===== src/rtl/instruction_loader.sv =====
// Instruction memory loader: packs a received byte stream into words (MSB first)
// and writes them to instruction memory starting at address 0. Write enable
// stays high for the entire load, which holds the fetch stage in write mode.
module instruction_loader #(
    parameter int SIZE            = 32,
    parameter int MAX_INSTRUCTION = 64,
    parameter int ADDR_WIDTH      = $clog2(MAX_INSTRUCTION),
    parameter int TIMEOUT_CYCLES  = 50000
) (
    input  logic                  i_clk_write,
    input  logic                  i_rst,
    input  logic                  i_start,
    input  logic [ADDR_WIDTH:0]   i_num_words,
    input  logic [7:0]            i_rx_data,
    input  logic                  i_rx_valid,
    output logic                  o_inst_write_enable,
    output logic [ADDR_WIDTH-1:0] o_write_addr,
    output logic [SIZE-1:0]       o_write_data,
    output logic                  o_busy,
    output logic                  o_done,
    output logic                  o_error,
    output logic [ADDR_WIDTH:0]   o_words_loaded
);

    localparam int BYTES_PER_WORD = SIZE / 8;
    localparam int BYTE_IDX_WIDTH = (BYTES_PER_WORD > 1) ? $clog2(BYTES_PER_WORD) : 1;
    localparam int COUNT_WIDTH    = ADDR_WIDTH + 1;
    localparam int TIMEOUT_WIDTH  = $clog2(TIMEOUT_CYCLES + 1);

    localparam logic [BYTE_IDX_WIDTH-1:0] LAST_BYTE    = BYTE_IDX_WIDTH'(BYTES_PER_WORD - 1);
    localparam logic [COUNT_WIDTH-1:0]    MAX_COUNT    = COUNT_WIDTH'(MAX_INSTRUCTION);
    localparam logic [TIMEOUT_WIDTH-1:0]  TIMEOUT_LAST = TIMEOUT_WIDTH'(TIMEOUT_CYCLES - 1);

    typedef enum logic [1:0] {
        ST_IDLE,
        ST_LOAD,
        ST_FLUSH
    } state_t;

    state_t state;
    state_t state_next;

    // Datapath registers. The committed-word count doubles as the word index:
    // both are cleared together on an accepted start and advance together.
    logic [BYTE_IDX_WIDTH-1:0] byte_idx;
    logic [COUNT_WIDTH-1:0]    words_committed;
    logic [COUNT_WIDTH-1:0]    count_latched;
    logic [SIZE-1:0]           buffer;
    logic [TIMEOUT_WIDTH-1:0]  timeout_cnt;
    logic [ADDR_WIDTH-1:0]     write_addr;
    logic [SIZE-1:0]           write_data;
    logic                      done;
    logic                      error;

    // Decoded control strobes from the next-state logic
    logic start_empty;
    logic start_bad;
    logic start_accept;
    logic byte_in;
    logic word_complete;
    logic timeout_hit;

    logic [SIZE-1:0]        word_assembled;
    logic [COUNT_WIDTH-1:0] words_next;

    assign word_assembled = (buffer << 8) | SIZE'(i_rx_data);
    assign words_next     = words_committed + COUNT_WIDTH'(1);

    // State register; reset abandons any load and drops enable immediately
    always_ff @(posedge i_clk_write or posedge i_rst) begin
        if (i_rst) begin
            state <= ST_IDLE;
        end else begin
            state <= state_next;
        end
    end

    // Next-state decode and control strobes
    always_comb begin
        state_next    = state;
        start_empty   = 1'b0;
        start_bad     = 1'b0;
        start_accept  = 1'b0;
        byte_in       = 1'b0;
        word_complete = 1'b0;
        timeout_hit   = 1'b0;
        case (state)
            ST_IDLE: begin
                if (i_start) begin
                    if (i_num_words == '0) begin
                        start_empty = 1'b1;
                    end else if (i_num_words > MAX_COUNT) begin
                        start_bad = 1'b1;
                    end else begin
                        start_accept = 1'b1;
                        state_next   = ST_LOAD;
                    end
                end
            end
            ST_LOAD: begin
                if (i_rx_valid) begin
                    byte_in = 1'b1;
                    if (byte_idx == LAST_BYTE) begin
                        word_complete = 1'b1;
                        if (words_next == count_latched) begin
                            state_next = ST_FLUSH;
                        end
                    end
                end else if (timeout_cnt == TIMEOUT_LAST) begin
                    timeout_hit = 1'b1;
                    state_next  = ST_IDLE;
                end
            end
            ST_FLUSH: begin
                state_next = ST_IDLE;
            end
            default: begin
                state_next = ST_IDLE;
            end
        endcase
    end

    // Byte packing, word commit, timeout counting and status flags
    always_ff @(posedge i_clk_write or posedge i_rst) begin
        if (i_rst) begin
            byte_idx        <= '0;
            words_committed <= '0;
            count_latched   <= '0;
            buffer          <= '0;
            timeout_cnt     <= '0;
            write_addr      <= '0;
            write_data      <= '0;
            done            <= 1'b0;
            error           <= 1'b0;
        end else begin
            done <= 1'b0;

            if (start_empty) begin
                done  <= 1'b1;
                error <= 1'b0;
            end

            if (start_bad) begin
                error <= 1'b1;
            end

            if (start_accept) begin
                error           <= 1'b0;
                words_committed <= '0;
                byte_idx        <= '0;
                buffer          <= '0;
                timeout_cnt     <= '0;
                count_latched   <= i_num_words;
                write_addr      <= '0;
                write_data      <= '0;
            end

            if (state == ST_LOAD) begin
                if (byte_in) begin
                    buffer      <= word_assembled;
                    byte_idx    <= (byte_idx == LAST_BYTE) ? '0 : byte_idx + BYTE_IDX_WIDTH'(1);
                    timeout_cnt <= '0;
                end else begin
                    timeout_cnt <= timeout_cnt + TIMEOUT_WIDTH'(1);
                end

                if (word_complete) begin
                    write_addr      <= words_committed[ADDR_WIDTH-1:0];
                    write_data      <= word_assembled;
                    words_committed <= words_next;
                end

                if (timeout_hit) begin
                    error       <= 1'b1;
                    write_addr  <= '0;
                    write_data  <= '0;
                    buffer      <= '0;
                    byte_idx    <= '0;
                    timeout_cnt <= '0;
                end
            end

            if (state == ST_FLUSH) begin
                done        <= 1'b1;
                write_addr  <= '0;
                write_data  <= '0;
                buffer      <= '0;
                byte_idx    <= '0;
                timeout_cnt <= '0;
            end
        end
    end

    assign o_inst_write_enable = (state != ST_IDLE);
    assign o_busy              = (state != ST_IDLE);
    assign o_write_addr        = write_addr;
    assign o_write_data        = write_data;
    assign o_done              = done;
    assign o_error             = error;
    assign o_words_loaded      = words_committed;

endmodule


===== config.mk =====
export PLATFORM = sky130hd
export DESIGN_NAME = instruction_loader
export DESIGN_NICKNAME = d
export VERILOG_FILES = /design/src/rtl/instruction_loader.sv
export SDC_FILE = /design/constraint.sdc
export NUM_CORES = 1
export LEC_CHECK = 0
export ABC_AREA = 0
export BUFFER_PORTS_ARGS = -buffer_cell sky130_fd_sc_hd__buf_2
export CORE_MARGIN = 2
export CORE_UTILIZATION = 30
export CTS_CLUSTER_DIAMETER = 60
export CTS_CLUSTER_SIZE = 40
export DETAILED_ROUTE_END_ITERATION = 10
export REMOVE_ABC_BUFFERS = 1
export SETUP_SLACK_MARGIN = 0.5
export SYNTH_ARGS = -nofsm -noshare
export SYNTH_HDL_FRONTEND = slang
export SYNTH_SLANG_ARGS = --single-unit

===== constraint.sdc =====
create_clock -name i_clk_write -period 3.1 [get_ports i_clk_write]
set_input_delay 0.62 -clock i_clk_write [delete_from_list [all_inputs] [get_ports i_clk_write]]
set_output_delay 0.62 -clock i_clk_write [all_outputs]
set_load 0.02 [all_outputs]

==> reports/metrics.yaml <==
ys.flop_type: "dfrtp_1"
final-hold-violation-count: 0
drt.antenna.violating_nets: 0
synth_fa_ha_area_frac: 0.00808
place_area_sq_mm: 0.00510
drt-total-wl_um: 11000
relSlewSlack: 0.360
synthCells: 492
gp_congestion: 0.789
crit_family: "simple AND/OR/NAND/NOR gates"
grt_pass1_vias: 3819
hold_buffers: 0
floorplan.initialDensity: 0.307
numCtsBuffers: 9
crit_fanout: 31
die_area_sq_mm: 0.0165
max_clock_freq_mhz: 415
synth.mux.area_fraction: 0.0258
port_buffers: 67
cpPeakStageDelay_ns: 0.57
cts_root_buffer: "clkbuf_16"
antenna_found_initial: 0
drc: 0
row_count: 45
grt_overflow: 0
cp.arrival_ns: 2.59
skew_ns: 0.00976
routed_via_density: 5.20
cts_htree_levels: 3
power_mw: 3.84
ios: 68
final_util: 0.357
grt_max_degree: 61
synth_top_area_frac: 0.528
clk_pin_slew_ns: 0.07
drive_gt1_frac: 0.203
setup.worst_path.class: "in2reg"
vias: 3856
power.net_switching_mw: 1.25
worst_pin_slew_ns: 0.956
drt_iter0_markers: 223
synth-seq-cells: 98
p_sw_frac: 0.325
cts_resized: 0
dieHeight_um: 128
leakagePower_nw: 2.51
wl_per_cell_um: 14.9
synth_area_leaders: "dfrtp_1 53%, nand3_1 8.1%, a21oi_1 7.4%, nand2_1 7.1%, buf_6 2.9%"
synth_simple_gate_area_frac: 0.226
maxSlewViolCount: 0
synthXorXnorAreaFrac: 0.0245
end_kind: "flop"
fin_area_sq_mm: 0.00541
hold_class: "in2async"
fin_ws_ns: 0.689
die_w_um: 128
pwr-share-clk: 0.301
p_int_mw: 2.59
synth_top_family_by_area: "simple AND/OR/NAND/NOR gates"
power_frac_comb: 0.244
synth_edf_count: 0
cts_tree: "built"
core_sq_mm: 0.0151
pwr-share-seq: 0.455
cts_sinks: 98
hold_ws_ns: 0.405
avgSynthCellArea_sq_um: 9.45
path_buf_inv: 2
n_antenna_cell: 0
dp_slack_ns: 0.304
synth.distinct_cells: 41
netlist_area_sq_mm: 0.00465
drtPass1Iterations: 4
synth-seq-area-share: 0.528
worstPathCellList: "buf_2 > or4_4 > o31ai_2 > nand3_4 > buf_4 > nand3_1 > a21oi_1"
slowest_stage: "or4_4"
synth_top_cell_by_area: "dfrtp_1"
setup_violations: 0
fin_crit_sh: 0.778
finalNetCount: 570
required_ns: 3.28
yosysWarnings: 0
grt_pass1_wl_um: 18800
power_density_mw_per_mm2: 710
rsz0062_at_grt: "false"
dp_hpwl_um: 7230
clk_latency_ns: 0.35
synthArstFlopShare: 1.00
startpoint_type: "primary input"
cap_violations: 0
grtUsageTotal: 0.143
synth_compound_area_frac: 0.135
fin_crit_ns: 2.41
cts_buffer_depth: 2
areaGrowthSynthToFinish_pct: 16.4
post-cts-setup-buffer-count: 0
status: "complete, no violations"
peakVddDrop_mv: 0.391
-- Yosys cell counts, types with 3 or more instances --
library cell and instances:
o21ai_0 22, nand2_1 88, nor3_1 4, a21oi_1 69, dfrtp_1 98, and3_1 6
and2_1 3, a31oi_1 5, a21o_1 3, clkbuf_1 16, nand4_1 3, buf_4 3
xnor2_1 7, mux2i_1 3, xor2_1 6, ha_1 3, nand3_1 75, nor2b_1 3
o31ai_1 4, buf_6 12, or4_1 3, a22o_1 6, mux2_2 8, nor2_1 18
inv_1 5
-- power by group through the flow --
stage	Clock (mW)	Sequential, mW	Combinational [mW]
final	1.16	1.75	0.938
after global routing	1.24	1.79	1.05
after CTS	1.19	1.75	0.949
after detailed placement	0	1.77	0.945
after global placement	0	1.76	0.919
after floorplan	0	1.88	0.499
-- cell type report --
class                      count  area (sq um)
inverter                       5          21.3
timing repair buffer          78           443
tap                          188           235
multi-input combinational    356          1950
clock inverter                 4          50.0
clock buffer                  12           256
sequential                    98          2450
fill                        1533          9740
-- cell usage in the layout (no fill, tap or decap), drive strengths merged --
| master | instances |
|---|---|
| nor3 | 4 |
| bufinv | 1 |
| clkinvlp | 2 |
| or4bb | 1 |
| nor2b | 3 |
| or4b | 1 |
| and3 | 6 |
| a21oi | 69 |
| dfrtp | 98 |
| a22o | 6 |
| nand3 | 76 |
| mux2 | 8 |
| o21a | 1 |
| o31ai | 5 |
| xnor2 | 7 |
| clkbuf | 12 |
| clkinv | 1 |
| buf | 78 |
| nor3b | 1 |
| nand2 | 89 |
| xor2 | 6 |
| mux2i | 3 |
| ha | 3 |
| o21ai | 23 |
| inv | 5 |
| nor4 | 2 |
| and2 | 3 |
| nor2 | 19 |
| or4 | 5 |
| or3b | 1 |
| and3b | 1 |
| nand2b | 2 |
| a31oi | 5 |
| nand4 | 3 |
| a21o | 3 |
-- per-stage QoR --
step / setup TNS [ns] / cells
floorplan: -8.04 / 459
global placement: 0 / 725
detailed placement: 0 / 725
CTS: 0 / 741
global route: 0 / 741
finish: 0 / 741
-- logic make-up after synthesis --
kind of cell / Yosys count
adders and majority gates: 3
and+or+nand+nor: 217
buffers and inverters: 38
xor gates and xnor gates: 13
muxes: 11
AOI/OAI and AO/OA: 112
DFF: 98
-- state kept, by name, summed over array words and instances, names as in the netlist --
register,flops
o_write_addr,6
count_latched,7
buffer,24
o_write_data,32
o_words_loaded,7
byte_idx,2
o_error,1
timeout_cnt,16
state,2
o_done,1
-- metal layers --
| metal | global-route usage | up-vias | share of wire |
|---|---|---|---|
| met2 | 0.222 | 90 | 0.47 |
| met5 | 0 | - | 0 |
| met3 | 0.0349 | 11 | 0.046 |
| met4 | 0.0562 | 0 | 0.016 |
| li1 | - | 1825 | - |
| met1 | 0.193 | 1930 | 0.47 |
-- final timing paths --
kind	endpoint	startpoint	slack, ns	depth (start not counted)
setup / recovery	o_write_data[12]$_DFF_PP0_	i_num_words[1]	0.69	7
hold / removal	o_write_data[18]$_DFF_PP0_	i_rst	0.41	2
setup reg to reg	o_write_data[27]$_DFF_PP0_	timeout_cnt[4]$_DFFE_PP0P_	0.70	6
hold reg to reg	timeout_cnt[15]$_DFFE_PP0P_	timeout_cnt[15]$_DFFE_PP0P_	0.48	1
max in group asynchronous	buffer[22]$_DFF_PP0_	i_rst	2.01	3
min in group i_clk_write	timeout_cnt[15]$_DFFE_PP0P_	timeout_cnt[15]$_DFFE_PP0P_	0.48	1
(Power assumes the default switching activity.)
